--- src/rtl/gpioemu_master_if.sv ---
// ---------------------------------------------------------------------------
// gpioemu_master_if
//
// Purpose: bundles the command/response handshake and the peripheral bus of
// gpioemu_master into one interface.
//
// Signals:
//   cmd_valid, cmd_ready, cmd_a1[23:0], cmd_a2[23:0]  - command handshake
//   rsp_valid, rsp_ready, rsp_w[31:0], rsp_l[23:0],
//   rsp_err                                            - response handshake
//   saddress[15:0], srd, swr, sdata_out[31:0],
//   sdata_in[31:0]                                     - peripheral bus
//
// Modports:
//   master - the gpioemu_master side (drives the bus, accepts commands)
//   slave  - the environment side (issues commands, models the peripheral)
// ---------------------------------------------------------------------------
interface gpioemu_master_if;
    logic        cmd_valid;
    logic        cmd_ready;
    logic [23:0] cmd_a1;
    logic [23:0] cmd_a2;

    logic        rsp_valid;
    logic        rsp_ready;
    logic [31:0] rsp_w;
    logic [23:0] rsp_l;
    logic        rsp_err;

    logic [15:0] saddress;
    logic        srd;
    logic        swr;
    logic [31:0] sdata_out;
    logic [31:0] sdata_in;

    modport master (
        input  cmd_valid, cmd_a1, cmd_a2, rsp_ready, sdata_in,
        output cmd_ready, rsp_valid, rsp_w, rsp_l, rsp_err,
               saddress, srd, swr, sdata_out
    );

    modport slave (
        output cmd_valid, cmd_a1, cmd_a2, rsp_ready, sdata_in,
        input  cmd_ready, rsp_valid, rsp_w, rsp_l, rsp_err,
               saddress, srd, swr, sdata_out
    );
endinterface

--- src/rtl/gpioemu_master.sv ---
// ---------------------------------------------------------------------------
// gpioemu_master
//
// Purpose: drives a memory-mapped multiply/popcount peripheral. For each
// accepted command it writes both operands, writes the start register,
// polls the status register until both status bits are set, reads the
// product and the ones count and returns them on the response handshake.
//
// Every bus access is SETUP (1 cycle) + STROBE (STROBE_LEN cycles) +
// HOLD (1 cycle). Read data is sampled on the edge that ends HOLD.
//
// Parameters:
//   STROBE_LEN - cycles each srd/swr strobe stays high (1..15)
//   POLL_GAP   - idle cycles between consecutive status polls (0..255)
//   TIMEOUT    - maximum status polls per operation (timeout build only)
//
// Ports:
//   clk     - single clock, all outputs change on its rising edge
//   n_reset - asynchronous active-low reset
//   bus     - gpioemu_master_if.master (command, response, peripheral bus)
//
// Optional feature: define GPIOEMU_MASTER_TIMEOUT_EN to bound the number
// of status polls; on expiry the response returns with rsp_err=1 and zero
// data. Without it the block polls forever and rsp_err is tied low.
// ---------------------------------------------------------------------------
module gpioemu_master #(
    parameter int unsigned STROBE_LEN = 2,
    parameter int unsigned POLL_GAP   = 4,
    parameter int unsigned TIMEOUT    = 1024
) (
    input  logic              clk,
    input  logic              n_reset,
    gpioemu_master_if.master  bus
);

    localparam logic [15:0] ADDR_A1   = 16'h037F;
    localparam logic [15:0] ADDR_A2   = 16'h0388;
    localparam logic [15:0] ADDR_CTRL = 16'h03A0;
    localparam logic [15:0] ADDR_W    = 16'h0390;
    localparam logic [15:0] ADDR_L    = 16'h0398;

    localparam logic [3:0] STROBE_LAST = 4'(STROBE_LEN);
    localparam logic [7:0] GAP_LAST    = 8'(POLL_GAP - 1);

    if (STROBE_LEN < 1 || STROBE_LEN > 15 || POLL_GAP > 255 || TIMEOUT < 1) begin : g_param_check
        $error("gpioemu_master: parameter out of range");
    end

    typedef enum logic [3:0] {
        S_IDLE,
        S_WR_A1,
        S_WR_A2,
        S_WR_GO,
        S_POLL,
        S_GAP,
        S_RD_W,
        S_RD_L,
        S_RESP
    } state_t;

    typedef enum logic [1:0] {
        PH_SETUP,
        PH_STROBE,
        PH_HOLD
    } phase_t;

    state_t      state_q,      state_d;
    phase_t      phase_q,      phase_d;
    logic [3:0]  strobe_cnt_q, strobe_cnt_d;
    logic [7:0]  gap_cnt_q,    gap_cnt_d;
    logic [23:0] a2_q,         a2_d;
    logic [15:0] saddress_q,   saddress_d;
    logic [31:0] sdata_out_q,  sdata_out_d;
    logic        srd_q,        srd_d;
    logic        swr_q,        swr_d;
    logic        cmd_ready_q,  cmd_ready_d;
    logic        rsp_valid_q,  rsp_valid_d;
    logic [31:0] rsp_w_q,      rsp_w_d;
    logic [23:0] rsp_l_q,      rsp_l_d;

`ifdef GPIOEMU_MASTER_TIMEOUT_EN
    localparam int unsigned POLL_W = $clog2(TIMEOUT + 1);
    localparam logic [POLL_W-1:0] POLL_LAST = POLL_W'(TIMEOUT - 1);

    logic [POLL_W-1:0] poll_cnt_q, poll_cnt_d;
    logic              rsp_err_q,  rsp_err_d;
`endif

    logic in_access;
    logic is_read;
    logic access_done;

    // States that own a bus access; the phase sequencer only runs in these.
    assign in_access = (state_q == S_WR_A1) || (state_q == S_WR_A2) ||
                       (state_q == S_WR_GO) || (state_q == S_POLL)  ||
                       (state_q == S_RD_W)  || (state_q == S_RD_L);
    assign is_read   = (state_q == S_POLL) || (state_q == S_RD_W) || (state_q == S_RD_L);

    always_comb begin
        state_d      = state_q;
        phase_d      = phase_q;
        strobe_cnt_d = strobe_cnt_q;
        gap_cnt_d    = gap_cnt_q;
        a2_d         = a2_q;
        saddress_d   = saddress_q;
        sdata_out_d  = sdata_out_q;
        srd_d        = 1'b0;
        swr_d        = 1'b0;
        rsp_valid_d  = rsp_valid_q;
        rsp_w_d      = rsp_w_q;
        rsp_l_d      = rsp_l_q;
        access_done  = 1'b0;
`ifdef GPIOEMU_MASTER_TIMEOUT_EN
        poll_cnt_d   = poll_cnt_q;
        rsp_err_d    = rsp_err_q;
`endif

        // Phase sequencer shared by every access. Strobes are only driven
        // high from here, so srd and swr can never be high together.
        if (in_access) begin
            unique case (phase_q)
                PH_SETUP: begin
                    phase_d      = PH_STROBE;
                    strobe_cnt_d = 4'd1;
                    srd_d        = is_read;
                    swr_d        = !is_read;
                end
                PH_STROBE: begin
                    if (strobe_cnt_q == STROBE_LAST) begin
                        phase_d      = PH_HOLD;
                        strobe_cnt_d = 4'd0;
                    end else begin
                        strobe_cnt_d = strobe_cnt_q + 4'd1;
                        srd_d        = is_read;
                        swr_d        = !is_read;
                    end
                end
                PH_HOLD: begin
                    access_done = 1'b1;
                    phase_d     = PH_SETUP;
                end
                default: phase_d = PH_SETUP;
            endcase
        end

        unique case (state_q)
            S_IDLE: begin
                if (bus.cmd_valid && cmd_ready_q) begin
                    a2_d        = bus.cmd_a2;
                    state_d     = S_WR_A1;
                    phase_d     = PH_SETUP;
                    saddress_d  = ADDR_A1;
                    sdata_out_d = {8'h00, bus.cmd_a1};
`ifdef GPIOEMU_MASTER_TIMEOUT_EN
                    poll_cnt_d  = '0;
                    rsp_err_d   = 1'b0;
`endif
                end
            end
            S_WR_A1: begin
                if (access_done) begin
                    state_d     = S_WR_A2;
                    saddress_d  = ADDR_A2;
                    sdata_out_d = {8'h00, a2_q};
                end
            end
            S_WR_A2: begin
                if (access_done) begin
                    state_d     = S_WR_GO;
                    saddress_d  = ADDR_CTRL;
                    sdata_out_d = 32'h0;
                end
            end
            S_WR_GO: begin
                if (access_done) begin
                    state_d    = S_POLL;
                    saddress_d = ADDR_CTRL;
                end
            end
            S_POLL: begin
                if (access_done) begin
                    if (bus.sdata_in[1:0] == 2'b11) begin
                        state_d    = S_RD_W;
                        saddress_d = ADDR_W;
                    end
`ifdef GPIOEMU_MASTER_TIMEOUT_EN
                    // The poll just completed was the last one allowed.
                    else if (poll_cnt_q == POLL_LAST) begin
                        state_d     = S_RESP;
                        rsp_valid_d = 1'b1;
                        rsp_err_d   = 1'b1;
                        rsp_w_d     = 32'h0;
                        rsp_l_d     = 24'h0;
                    end
`endif
                    else begin
`ifdef GPIOEMU_MASTER_TIMEOUT_EN
                        poll_cnt_d = poll_cnt_q + 1'b1;
`endif
                        // With no gap the next poll SETUP follows HOLD directly.
                        if (POLL_GAP == 0) begin
                            state_d = S_POLL;
                        end else begin
                            state_d   = S_GAP;
                            gap_cnt_d = 8'd0;
                        end
                    end
                end
            end
            S_GAP: begin
                if (gap_cnt_q == GAP_LAST) begin
                    state_d = S_POLL;
                    phase_d = PH_SETUP;
                end else begin
                    gap_cnt_d = gap_cnt_q + 8'd1;
                end
            end
            S_RD_W: begin
                if (access_done) begin
                    rsp_w_d    = bus.sdata_in;
                    state_d    = S_RD_L;
                    saddress_d = ADDR_L;
                end
            end
            S_RD_L: begin
                if (access_done) begin
                    rsp_l_d     = bus.sdata_in[23:0];
                    rsp_valid_d = 1'b1;
                    state_d     = S_RESP;
                end
            end
            S_RESP: begin
                if (bus.rsp_ready) begin
                    rsp_valid_d = 1'b0;
                    state_d     = S_IDLE;
                end
            end
            default: state_d = S_IDLE;
        endcase

        // Registered so it stays low during reset and rises on the first
        // edge after release.
        cmd_ready_d = (state_d == S_IDLE);
    end

    always_ff @(posedge clk or negedge n_reset) begin
        if (!n_reset) begin
            state_q      <= S_IDLE;
            phase_q      <= PH_SETUP;
            strobe_cnt_q <= 4'd0;
            gap_cnt_q    <= 8'd0;
            a2_q         <= 24'h0;
            saddress_q   <= 16'h0;
            sdata_out_q  <= 32'h0;
            srd_q        <= 1'b0;
            swr_q        <= 1'b0;
            cmd_ready_q  <= 1'b0;
            rsp_valid_q  <= 1'b0;
            rsp_w_q      <= 32'h0;
            rsp_l_q      <= 24'h0;
`ifdef GPIOEMU_MASTER_TIMEOUT_EN
            poll_cnt_q   <= '0;
            rsp_err_q    <= 1'b0;
`endif
        end else begin
            state_q      <= state_d;
            phase_q      <= phase_d;
            strobe_cnt_q <= strobe_cnt_d;
            gap_cnt_q    <= gap_cnt_d;
            a2_q         <= a2_d;
            saddress_q   <= saddress_d;
            sdata_out_q  <= sdata_out_d;
            srd_q        <= srd_d;
            swr_q        <= swr_d;
            cmd_ready_q  <= cmd_ready_d;
            rsp_valid_q  <= rsp_valid_d;
            rsp_w_q      <= rsp_w_d;
            rsp_l_q      <= rsp_l_d;
`ifdef GPIOEMU_MASTER_TIMEOUT_EN
            poll_cnt_q   <= poll_cnt_d;
            rsp_err_q    <= rsp_err_d;
`endif
        end
    end

    assign bus.cmd_ready = cmd_ready_q;
    assign bus.rsp_valid = rsp_valid_q;
    assign bus.rsp_w     = rsp_w_q;
    assign bus.rsp_l     = rsp_l_q;
    assign bus.saddress  = saddress_q;
    assign bus.sdata_out = sdata_out_q;
    assign bus.srd       = srd_q;
    assign bus.swr       = swr_q;
`ifdef GPIOEMU_MASTER_TIMEOUT_EN
    assign bus.rsp_err   = rsp_err_q;
`else
    assign bus.rsp_err   = 1'b0;
`endif

endmodule

--- src/flat_wrapper.sv ---
// flat-port wrapper written by rule: the top's interface ports become plain ports
module gpioemu_master_flat 
#(
    parameter int unsigned STROBE_LEN = 2,
    parameter int unsigned POLL_GAP   = 4,
    parameter int unsigned TIMEOUT    = 1024
)
  (clk, n_reset, bus_cmd_valid, bus_cmd_a1, bus_cmd_a2, bus_rsp_ready, bus_sdata_in, bus_cmd_ready, bus_rsp_valid, bus_rsp_w, bus_rsp_l, bus_rsp_err, bus_saddress, bus_srd, bus_swr, bus_sdata_out);
  gpioemu_master_if bus_i ();
  input  logic clk;
  input  logic n_reset;
  input wire logic [$bits(bus_i.cmd_valid)-1:0] bus_cmd_valid;
  input wire logic [$bits(bus_i.cmd_a1)-1:0] bus_cmd_a1;
  input wire logic [$bits(bus_i.cmd_a2)-1:0] bus_cmd_a2;
  input wire logic [$bits(bus_i.rsp_ready)-1:0] bus_rsp_ready;
  input wire logic [$bits(bus_i.sdata_in)-1:0] bus_sdata_in;
  output wire logic [$bits(bus_i.cmd_ready)-1:0] bus_cmd_ready;
  output wire logic [$bits(bus_i.rsp_valid)-1:0] bus_rsp_valid;
  output wire logic [$bits(bus_i.rsp_w)-1:0] bus_rsp_w;
  output wire logic [$bits(bus_i.rsp_l)-1:0] bus_rsp_l;
  output wire logic [$bits(bus_i.rsp_err)-1:0] bus_rsp_err;
  output wire logic [$bits(bus_i.saddress)-1:0] bus_saddress;
  output wire logic [$bits(bus_i.srd)-1:0] bus_srd;
  output wire logic [$bits(bus_i.swr)-1:0] bus_swr;
  output wire logic [$bits(bus_i.sdata_out)-1:0] bus_sdata_out;
  assign bus_i.cmd_valid = bus_cmd_valid;
  assign bus_i.cmd_a1 = bus_cmd_a1;
  assign bus_i.cmd_a2 = bus_cmd_a2;
  assign bus_i.rsp_ready = bus_rsp_ready;
  assign bus_i.sdata_in = bus_sdata_in;
  assign bus_cmd_ready = bus_i.cmd_ready;
  assign bus_rsp_valid = bus_i.rsp_valid;
  assign bus_rsp_w = bus_i.rsp_w;
  assign bus_rsp_l = bus_i.rsp_l;
  assign bus_rsp_err = bus_i.rsp_err;
  assign bus_saddress = bus_i.saddress;
  assign bus_srd = bus_i.srd;
  assign bus_swr = bus_i.swr;
  assign bus_sdata_out = bus_i.sdata_out;
  gpioemu_master #(.STROBE_LEN(STROBE_LEN), .POLL_GAP(POLL_GAP), .TIMEOUT(TIMEOUT)) u_core (.clk(clk), .n_reset(n_reset), .bus(bus_i));
endmodule
--- config.mk ---
export PLATFORM = sky130hd
export DESIGN_NAME = gpioemu_master_flat
export DESIGN_NICKNAME = d
export VERILOG_FILES = /design/src/rtl/gpioemu_master_if.sv /design/src/rtl/gpioemu_master.sv /design/src/flat_wrapper.sv
export SDC_FILE = /design/constraint.sdc
export NUM_CORES = 1
export LEC_CHECK = 0
export ABC_AREA = 0
export CAP_MARGIN = 20
export CORE_UTILIZATION = 30
export DETAILED_ROUTE_END_ITERATION = 10
export SLEW_MARGIN = 20
export SYNTH_ARGS = -nofsm -noshare
export SYNTH_HDL_FRONTEND = slang
export SYNTH_SLANG_ARGS = --single-unit
export TNS_END_PERCENT = 10
--- constraint.sdc ---
create_clock -name clk -period 2.5 [get_ports clk]
set_input_delay 0.25 -clock clk [delete_from_list [all_inputs] [get_ports clk]]
set_output_delay 0.25 -clock clk [all_outputs]
set_load 0.005 [all_outputs]
### Word-level counts from Yosys, hierarchy flattened

Cells that the tools add are included.
Widths: inputs -> output; s select.

| cells by class | value |
|---|---|
| div/mod/pow operators | 0 |
| bitwise logic cells | 0 |
| order comparisons | 0 |
| multiply operators | 0 |
| eq/ne operators | 24 |
| reductions and logical operators | 26 |
| multiplexer cells | 45 |
| add/sub/neg operators | 2 |
| shift operators | 0 |

Operators by type and width:

| kind | number |
|---|---|
| $mux 16 | 6 |
| $mux 32 | 3 |
| $pmux 32 s3 | 1 |
| $pmux 16 s5 | 1 |
| $mux 4 | 10 |
| $pmux 4 s9 | 1 |
| $mux 8 | 3 |
| $eq 4x3->1 const B | 4 |
| $pmux 8 s2 | 1 |
| $ne 2x1->1 const B | 7 |
| $eq 4x2->1 const B | 3 |
| $mux 2 | 5 |
| $add 8x1->8 const B | 1 |
| $eq 8x2->1 const B | 1 |
| $logic_not 4->1 | 2 |
| $mux 1 | 8 |
| $ne 2x2->1 const B | 4 |
| $pmux 2 s2 | 2 |
| $pmux 4 s2 | 1 |
| $reduce_and 2->1 | 4 |
| $reduce_and 4->1 | 2 |
| $logic_or 1x1->1 | 7 |
| $reduce_and 7->1 | 1 |
| $pmux 1 s2 | 3 |
| other kinds (13) | 16 |

| storage, ports and cells | value |
|---|---|
| memory bits (read-only) | 0 |
| output and inout port bits | 109 |
| latch bits | 0 |
| register bits after elaboration | 150 |
| memories | 0 |
| logic and storage cells | 110 |
| memory bits (writable) | 0 |

### Logic depth before layout (Yosys ltp)

Gate-level depths: netlist of the first run.

| depth | value |
|---|---|
| depth after elaboration | 10 |
| depth in mapped cells | 7 |
| depth with buffers taken out | 6 |

### Worst setup path after synthesis of the first run

Ideal clock, no wire load.

| path | value |
|---|---|
| kind | flip-flop to flip-flop |
| from | register u_core.state_q[0] |
| to | register u_core.sdata_out_q[10] (netlist: u_core.bus.sdata_out[10]) |
| buffers on the path | 2 |
| setup time | 0.125 ns |
| arrival | 1.661 ns |
| data required time | 2.375 ns |
| cell stages (with the launch flop) | 7 |
| setup slack | 0.714 ns |
| cells stage by stage | dfrtp_1 -> buf_6 -> or2_1 -> a2bb2oi_1 -> nor3_4 -> buf_6 -> mux2_2 |

| between the ends | value |
|---|---|
| cells in the longest elaborated chain, start to end | 9 |

Ends and longest elaborated chain:

| element | line | source |
|---|---|---|
| from (decl) | gpioemu_master.sv:67 | `state_t state_q, state_d;` |
| from (signal assigned) | gpioemu_master.sv:266 | `state_q <= state_d;` |
| $eq 4x1->1 or $eq 4x2->1 (tied branches) | gpioemu_master.sv:94, gpioemu_master.sv:146 |  |
| $logic_or 1x1->1 (2 in series) | gpioemu_master.sv:94 | `assign in_access = (state_q == S_WR_A1) \|\| (state_q == S_WR_A2) \|\|` |
| $logic_or 1x1->1 (2 in series) | gpioemu_master.sv:95 | `(state_q == S_WR_GO) \|\| (state_q == S_POLL) \|\|` |
| $logic_or 1x1->1 | gpioemu_master.sv:96 | `(state_q == S_RD_W) \|\| (state_q == S_RD_L);` |
| $mux 1 | gpioemu_master.sv:120 | `if (in_access) begin` |
| $ne 2x1->1 (no source line) | - |  |
| $reduce_and 4->1 (no source line) | - |  |
| to (signal assigned) | gpioemu_master.sv:272 | `sdata_out_q <= sdata_out_d;` |
| to (decl) | gpioemu_master.sv:73 | `logic [31:0] sdata_out_q, sdata_out_d;` |

Several ways; a longest one is shown, not always the timed one.
A chain may end at the register's enable or synchronous reset.

### Worst setup path after layout of the first run

| path | value |
|---|---|
| from | register u_core.state_q[0] |
| to | register u_core.sdata_out_q[20] (netlist: u_core.bus.sdata_out[20]) |

The elaborated chain is that of the path after synthesis.

==> run_results.csv, run 1 <==
group,metric,value,unit
placed_design,place_congestion,0.8428,
synthesis,async_flop_share,100.0,%
placed_design,pre_cts_ws,316.7,ps
power,power_leakage,3.645,nW
routing,vias,4163,
worst_hold_path,min_path_type,"in -> async",
routing,drc,0,
die,coreArea,19400,µm²
finish,fill_cells,1813,
sta,fin_crit,2134,ps
clock_tree,clockBufferDepth,2,
finish,num-nets-final,710,
worst_setup_path,critPathSlowestCell,"nor3_4",
power,p_per_area,1011,nW/µm²
finish,multi_input_area,2366,µm²
global_route,first_global_vias,4437,
sta,finalMaxSlewViolations,0,
sta,rsz0062_at_grt,"false",
routing,postRouteAntennaNets,0,
sta,finalHoldViolCount,0,
clock_tree,clk_pin_slew,60,ps
die,die_y,142.5,µm
sta,fin_skew,5.298,ps
outcome,status,"finished clean",
sta,hold_ws,371.4,ps
worst_setup_path,startpoint_type,"flop",
synthesis,yosys-top-cells-count,"dfrtp_1, mux2_2, a22o_1",
placed_design,portBuffers,177,
synthesis,synth_edf_count,0,
die,rows,51,
die,die-area,20300,µm²
finish,layout-drive-gt1-share,25.16,%
sta,timing.fmax,468.6,MHz
synthesis,avgSynthCellArea,13.30,µm²
finish,regArea,3303,µm²
synthesis,synth_seq_cells,132,
worst_setup_path,critPathMaxFanout,24,
clock_tree,cts_sinks,132,
die,ios,193,
placed_design,dp_hpwl,9830,µm
die,start_util,30.52,%
power,finalPower,0.008627,W
global_route,overflow,0,
worst_setup_path,cp-end-kind,"flop",
sta,relSlewSlack,31.96,%
clock_tree,cts_setup_buffers,0,
worst_setup_path,critPathBufInv,0,
job,max_cap_violations,0,
sta,setup_slack,366.0,ps
worst_setup_path,cp_data_required_time,2840,ps
sta,final.setup.tns,0,ps
synthesis,synth_top_area_share,55.79,%
synthesis,ys_top_cells_by_area,"dfrtp_1, mux2_2, a22o_1",
clock_tree,worst_skew_pair.late_latency,410,ps
routing,vias_per_cell,4.620,
routing,wl,14040,µm
die,dieWidth,142.5,µm
finish,fin_util,43.97,%
global_route,antenna_found_initial,0,
worst_setup_path,critical_path.top_delay_family,"simple AND/OR/NAND/NOR gates",
worst_setup_path,crit_arrival,2480,ps
sta,period_share,85.36,%
synthesis,yosys_warnings,0,
worst_setup_path,cp_cell_sequence,"nand2b_4, nor3_4, a22o_1, mux2_2",
clock_tree,h-tree-depth,4,
synthesis,netlist_area,5921,µm²
synthesis,synth_cell_types,55,
global_route,track_usage,14.51,%
synthesis,ys_seq_area_share,55.79,%
power,vdd_drop_max,502.6,µV
synthesis,synthCells,445,
synthesis,synth_ff_type,"dfrtp_1",
routing,wl_per_cell,15.59,µm
worst_setup_path,slowest_delay,790,ps
routing,drt_iter0_markers,154,
global_route,grt_pass1_wl,22760,µm
sta,worstMarginPinSlew,1017,ps
sta,finalSetupViolations,0,
synthesis,synth_top_area_cell,"dfrtp_1",
clock_tree,cts_buffers,17,
routing,dr.pass1.iters,4,
clock_tree,cts_tree,"built",
worst_setup_path,criticalPathCategory,"reg -> reg",
clock_tree,cts_root_buf,"clkbuf_16",
global_route,grt_max_degree,59,
synthesis,yosysMostFrequentCell,"dfrtp_1",
finish,areaGrowthSynthToFinish,44.06,%
finish,diodes,0,
path summary, 6_finish.rpt:
kind                                    from                       end  slack (ps)  cells past startpoint
max                        u_core.state_q[0]  u_core.bus.sdata_out[20]         370                      4
min                                  n_reset    u_core.strobe_cnt_q[2]         370                      2
max reg2reg                u_core.state_q[0]  u_core.bus.sdata_out[20]         370                      4
min reg2reg                  u_core.a2_q[22]           u_core.a2_q[22]         500                      1
max in group asynchronous            n_reset         u_core.state_q[1]        1430                      3
min in group clk              bus_cmd_a2[22]           u_core.a2_q[22]         440                      2
layout make-up:
| cell class | count | area share (%) |
|---|---|---|
| Tap cell | 265 | 3.887 |
| Sequential cell | 132 | 38.73 |
| Inverter | 9 | 0.3961 |
| Timing Repair Buffer | 188 | 22.37 |
| Multi-Input combinational cell | 275 | 27.74 |
| Clock buffer | 20 | 5.354 |
| Clock inverter | 12 | 1.526 |
flip-flops by register name, indices dropped and copies added (netlist names):
register and count:
u_core.bus.rsp_valid 1, u_core.phase_q 2, u_core.a2_q 24, u_core.bus.cmd_ready 1, u_core.strobe_cnt_q 4, u_core.bus.rsp_l 24
u_core.bus.sdata_out 24, u_core.bus.rsp_w 32, u_core.gap_cnt_q 8, u_core.state_q 4, u_core.bus.srd 1, u_core.bus.swr 1
u_core.bus.saddress 6
through the flow:
step | instance area (µm²) | cells
floorplan | 5973 | 459
global placement | 7933 | 868
detailed placement | 7933 | 868
CTS | 8529 | 901
global route | 8529 | 901
finish | 8529 | 901
where the power goes:
part	switching, W	total, W	internal (W)
sequential	0.000450	0.00317	0.00272
combinational	0.00128	0.00301	0.00173
clock	0.000926	0.00244	0.00152
per-layer routing:
layer / vias up / part of all wire (%) / GRT usage, %
met3: 15 / 6.7 / 5.619
met5: - / 0 / 0
met4: 0 / 1.5 / 4.697
li1: 1940 / - / -
met2: 148 / 48 / 23.68
met1: 2060 / 44 / 17.52
layout by cell type (no fill, tap or decap), types with 5 or more instances in the layout:
cell type,netlist,final
o21ai_0,9,9
mux2i_1,8,8
conb_1,1,15
clkbuf_16,0,17
buf_4,21,6
nor2_1,9,9
clkinvlp_4,0,5
inv_1,9,9
dfrtp_1,132,132
mux2_2,102,102
nand2b_1,11,11
a211oi_1,7,7
a22o_1,24,24
nand2_1,17,17
clkdlybuf4s50_1,0,176
nand3_1,7,6
worst register-to-register path, delay by kind of cell (launching register included):
kind	cells	cell delay [ps]
AO/OA/AOI/OAI	1	260
multiplexers	1	150
flip-flops	1	740
AND/OR/NAND/NOR	2	930
logic make-up (layout without fill, tap and decap cells):
| family | Yosys count | after routing | share of synthesized area (%) |
|---|---|---|---|
| flops | 132 | 132 | 55.79 |
| mux | 115 | 115 | 21.96 |
| simple gates | 74 | 74 | 7.249 |
| compound gates | 65 | 65 | 8.538 |
| buf+inv | 52 | 229 | 5.325 |
| fa+ha+maj | 3 | 3 | 0.6340 |
| xor+xnor | 3 | 3 | 0.4439 |
| other cells | 1 | 15 | 0.06334 |
timing repair:
action	in CTS	in global routing
endpoints found under the hold margin	55	0
setup endpoints to repair	0	0
resized for setup	0	0
hold buffers	1	0
Note: power is estimated with default switching activity, not from simulation.
==> inputs of run 2 (changes only) <==
--- a/config.mk
+++ b/config.mk
@@ -7,6 +7,7 @@
 export LEC_CHECK = 0
 export ABC_AREA = 0
 export CAP_MARGIN = 20
+export CORE_MARGIN = 3
 export CORE_UTILIZATION = 30
 export DETAILED_ROUTE_END_ITERATION = 10
 export SLEW_MARGIN = 20
==> run 2 against run 1 <==
  * Critical path depth did not move
  * Fmax grew 2.2%
  * Clock skew up 3.4 ps
  * Largest power group unchanged
  * Highest routed layer unchanged
==> run_results.csv, run 2 (synthesized netlist as in run 1, its figures left out) <==
group,metric,value,unit
finish,fill_cells,1768,
sta,timing.fmax,478.8,MHz
routing,met2WireLength,6873,µm
sta,final.setup.tns,0,ps
routing,dr.pass1.iters,4,
finish,layout.cells.most_common,"clkdlybuf4s50_1",
finish,areaGrowthSynthToFinish,43.96,%
sta,fin_crit,2089,ps
power,swShare,31.21,%
worst_setup_path,crit_arrival,2380,ps
routing,wl,14780,µm
routing,dr_wl_met3,1436,µm
placed_design,pre_cts_ws,347.0,ps
worst_setup_path,criticalPathCategory,"reg -> reg",
global_route,track_usage,14.24,%
worst_setup_path,cp_data_required_time,2790,ps
job,max_cap_violations,0,
power,p_per_area,1007,nW/µm²
worst_setup_path,startpoint_type,"flop",
sta,worstMarginPinSlew,617.2,ps
finish,largest_register_ffs,32,
routing,drt_iter0_markers,137,
clock_tree,worst_skew_pair.late_latency,410,ps
finish,diodes,0,
worst_setup_path,slowest_delay,670,ps
routing,vias_per_cell,4.649,
finish,num-nets-final,713,
finish,fin_util,44.82,%
sta,finalMaxSlewViolations,0,
clock_tree,cts_resized,0,
outcome,status,"finished clean",
finish,mostFrequentLayoutCells,"clkdlybuf4s50_1, dfrtp_1, mux2_2, a22o_1",
power,seqPwrFrac,36.9,%
clock_tree,clockBufferDepth,2,
placed_design,dp_hpwl,10570,µm
routing,vias,4175,
sta,relSlewSlack,58.66,%
routing,dr.max_layer_used,"met4",
global_route,grt_max_degree,49,
global_route,grt_pass1_wl,24340,µm
clock_tree,clk_pin_slew,60,ps
power,p_sw,0.002678,W
power,finalPower,0.008583,W
worst_hold_path,min_path_type,"in -> async",
global_route,overflow,0,
power,vdd_drop_max,631.0,µV
routing,postRouteAntennaNets,0,
clock_tree,cts_buffers,17,
finish,layout-drive-gt1-share,25.55,%
die,rows,50,
clock_tree,cts_sinks,132,
die,coreArea,19020,µm²
placed_design,portBuffers,177,
sta,finalSetupViolations,0,
die,start_util,31.13,%
routing,drc,0,
power,comb_power_share,35.8,%
die,die-area,21460,µm²
die,die_y,146.5,µm
clock_tree,cts_setup_buffers,0,
sta,finalHoldViolCount,0,
clock_tree,h-tree-depth,4,
power,intPower,0.005904,W
clock_tree,cts_hold_buffers,1,
sta,rsz0062_at_grt,"false",
routing,wl_per_cell,16.46,µm
placed_design,place_congestion,0.7971,
sta,fin_skew,8.740,ps
clock_tree,cts_tree,"built",
worst_setup_path,cp_cell_sequence,"and2b_1, nand3_1, o211a_1, mux2_2",
sta,setup_slack,411.4,ps
sta,hold_ws,358.9,ps
die,dieWidth,146.5,µm
power,clockPowerShare,27.3,%
sta,period_share,83.54,%
global_route,antenna_found_initial,0,
worst_setup_path,cp-end-kind,"flop",
die,ios,193,
routing,wl_met1,6284,µm
power,power_leakage,3.662,nW
worst_setup_path,critPathSlowestCell,"dfrtp_1",
worst_setup_path,critPathMaxFanout,14,
clock_tree,cts_root_buf,"clkbuf_16",
global_route,first_global_vias,4546,
run 2: changes by cell type in the layout (fill, tap and decap cells not counted), sizes merged:
| cell | change |
|---|---|
| buf | +3 |
| bufinv | -1 |
| clkbuf | -1 |
| clkinv | +3 |
| clkinvlp | -2 |
run 2: layout make-up:
type | instances | area (µm²) | area share [%]
clock buffers | 19 | 452.9 | 5.314
clock inverters | 12 | 107.6 | 1.262
inverters | 9 | 33.78 | 0.3964
multi-input cells | 275 | 2366 | 27.76
flip-flops and latches | 132 | 3303 | 38.76
well taps | 260 | 325.3 | 3.817
repair buffers | 191 | 1934 | 22.70
run 2: worst max-delay path, delay by kind of cell (launching register included):
kind | cells | cell delay, ps
flops | 1 | 670
compound gates | 1 | 310
mux | 1 | 350
simple gates | 2 | 630
run 2: metal layers:
metal | up-vias | track usage, %
met3 | 13 | 6.921
met2 | 164 | 22.07
met1 | 2053 | 17.51
li1 | 1945 | -
met4 | 0 | 4.563
met5 | - | 0
run 2: metrics by stage:
stage,std cells,cell area [µm²]
floorplan,459,5973
global placement,865,7938
detailed placement,865,7938
CTS,897,8508
global route,898,8523
finish,898,8523
run 2: path summary, 6_finish.rpt:
check                                       start                      end  slack, ps  depth (start not counted)
min in group clk                   bus_cmd_a2[14]          u_core.a2_q[14]        440                          2
max in group asynchronous                 n_reset  u_core.bus.sdata_out[5]       1390                          3
max                             u_core.state_q[3]   u_core.bus.saddress[4]        410                          4
min                                       n_reset      u_core.bus.rsp_w[4]        360                          2
min reg2reg                u_core.bus.saddress[7]   u_core.bus.saddress[7]        490                          1
max reg2reg                     u_core.state_q[3]   u_core.bus.saddress[4]        410                          4
run 2: power groups by stage:
stage / Clock [W] / Combinational, W / Sequential [W]
floorplan: 0 / 0.00198 / 0.00306
CTS: 0.00243 / 0.00308 / 0.00317
finish: 0.00234 / 0.00307 / 0.00317
global placement: 0 / 0.00299 / 0.00316
detailed placement: 0 / 0.00308 / 0.00320
global route: 0.00253 / 0.00337 / 0.00326
==> inputs of run 3 (changes only) <==
==> constraint.sdc (replaced) <==
create_clock -name clk -period 2.2 [get_ports clk]
set_input_delay 0.22 -clock clk [delete_from_list [all_inputs] [get_ports clk]]
set_output_delay 0.22 -clock clk [all_outputs]
set_load 0.005 [all_outputs]
==> run 3 against run 2 <==
  * Clock power up 21%
  * Critical path type unchanged
  * Hold slack got worse by 84 ps
  * Highest routed layer unchanged
  * Core utilization up 0.30 points
  * Cell area up 0.68%
  * Cell count is 0.67% higher
  * Clock-buffer cell count unchanged
  * Non-clock buffer count up 5
  * Die area is the same
  * Sequential cell count unchanged
==> run_results.csv, run 3 (synthesized netlist as in run 1, its figures left out) <==
group,metric,value,unit
global_route,grt_pass1_wl,24510,µm
worst_hold_path,min_path_type,"in -> async",
finish,regArea,3303,µm²
finish,areaGrowthSynthToFinish,44.93,%
placed_design,dp_hpwl,10920,µm
die,die_y,146.5,µm
finish,layout.cells.most_common,"clkdlybuf4s50_1",
finish,mostFrequentLayoutCells,"clkdlybuf4s50_1, dfrtp_1, mux2_2, a22o_1",
sta,timing.fmax,490.8,MHz
worst_setup_path,slowest_delay,780,ps
die,coreArea,19020,µm²
global_route,grt_max_degree,41,
finish,diodes,0,
die,rows,50,
global_route,track_usage,14.27,%
outcome,status,"finished clean",
finish,fill_cells,1734,
clock_tree,cts_hold_buffers,1,
worst_setup_path,critPathBufInv,0,
clock_tree,worst_skew_pair.late_latency,410,ps
worst_setup_path,cp-end-kind,"flop",
routing,wl,15070,µm
routing,drt_iter0_markers,123,
sta,rsz0062_at_grt,"false",
worst_setup_path,critPathSlowestCell,"nor3_4",
placed_design,place_congestion,0.8429,
finish,num-nets-final,718,
global_route,antenna_found_initial,0,
clock_tree,cts_root_buf,"clkbuf_16",
sta,final.setup.tns,0,ps
sta,fin_skew,7.567,ps
die,start_util,31.13,%
sta,setup_slack,162.5,ps
routing,postRouteAntennaNets,0,
clock_tree,h-tree-depth,4,
worst_setup_path,cp_cell_sequence,"nand2b_4, nor3_4, a22o_1, mux2_2",
worst_setup_path,critPathMaxFanout,24,
worst_setup_path,startpoint_type,"flop",
worst_setup_path,cp_data_required_time,2550,ps
routing,vias_per_cell,4.688,
sta,finalMaxSlewViolations,0,
worst_setup_path,critical_path.top_delay_family,"simple AND/OR/NAND/NOR gates",
sta,fin_crit,2038,ps
global_route,first_global_vias,4629,
clock_tree,cts_resized,0,
power,power_leakage,3.699,nW
routing,dr.pass1.iters,5,
die,dieWidth,146.5,µm
sta,finalHoldViolCount,0,
clock_tree,cts_tree,"built",
routing,vias,4238,
power,p_per_area,1162,nW/µm²
sta,worstMarginPinSlew,1016,ps
worst_setup_path,criticalPathCategory,"reg -> reg",
sta,hold_ws,275.0,ps
clock_tree,cts_sinks,132,
clock_tree,clk_pin_slew,60,ps
routing,drc,0,
power,vdd_drop_max,666.5,µV
clock_tree,clockBufferDepth,2,
job,max_cap_violations,0,
worst_setup_path,crit_arrival,2380,ps
sta,finalSetupViolations,0,
finish,largest_register_ffs,32,
routing,wl_per_cell,16.67,µm
die,ios,193,
global_route,overflow,0,
finish,multi_input_area,2366,µm²
clock_tree,cts_setup_buffers,0,
clock_tree,cts_buffers,17,
finish,layout-drive-gt1-share,26.24,%
die,die-area,21460,µm²
placed_design,portBuffers,177,
placed_design,pre_cts_ws,145.5,ps
sta,relSlewSlack,32.07,%
sta,period_share,92.62,%
## run 3: cell types whose count changed in the layout (fill, tap and decap cells not counted), sizes merged
cell / change
buf: +5
clkinvlp: -2
inv: +2
bufinv: +1
## run 3: final timing paths
path	to	slack, ps	cells after the start	from
setup / recovery	u_core.bus.sdata_out[3]	160	4	u_core.state_q[1]
hold / removal	u_core.bus.rsp_w[23]	280	2	n_reset
setup reg to reg	u_core.bus.sdata_out[3]	160	4	u_core.state_q[1]
hold reg to reg	u_core.bus.saddress[3]	500	1	u_core.bus.saddress[3]
max in group asynchronous	u_core.bus.sdata_out[19]	1230	3	n_reset
min in group clk	u_core.a2_q[22]	410	2	bus_cmd_a2[22]
## run 3: worst reg2reg max path: stages (launching register included)
cell      delay (ps)
dfrtp_1          540
nand2b_4         250
nor3_4           780
a22o_1           270
mux2_2           140
## run 3: per-stage QoR
step	std cells	utilization, %	total power [W]	cell area [µm²]
floorplan	459	-	0.005732	5973
global placement	871	41.91	0.007046	7970
detailed placement	871	41.91	0.007201	7970
CTS	904	45.12	0.01011	8581
global route	904	45.12	0.01060	8581
finish	904	45.12	0.009968	8581
## run 3: cell type report
type / instances / share of cell area [%]
sequential: 132 / 38.50
timing repair buffer: 196 / 22.75
inverter: 9 / 0.3937
tap: 260 / 3.791
clock inverter: 13 / 1.721
multi-input combinational: 275 / 27.57
clock buffer: 19 / 5.279
## run 3: layer usage
metal / share of wire (%) / vias to the layer above / wire length [µm] / global-route usage (%)
met1: 41 / 2083 / 6158 / 16.53
met3: 10 / 24 / 1505 / 7.107
met2: 47 / 179 / 7088 / 23.01
met4: 2.1 / 0 / 318 / 4.892
met5: 0 / - / 0 / 0
li1: - / 1952 / - / -
## run 3: report_power, final
part	switching, W	total, W	internal, W
sequential	0.000502	0.00360	0.00309
combinational	0.00152	0.00354	0.00202
clock	0.00109	0.00283	0.00174
total	0.00311	0.00997	0.00686
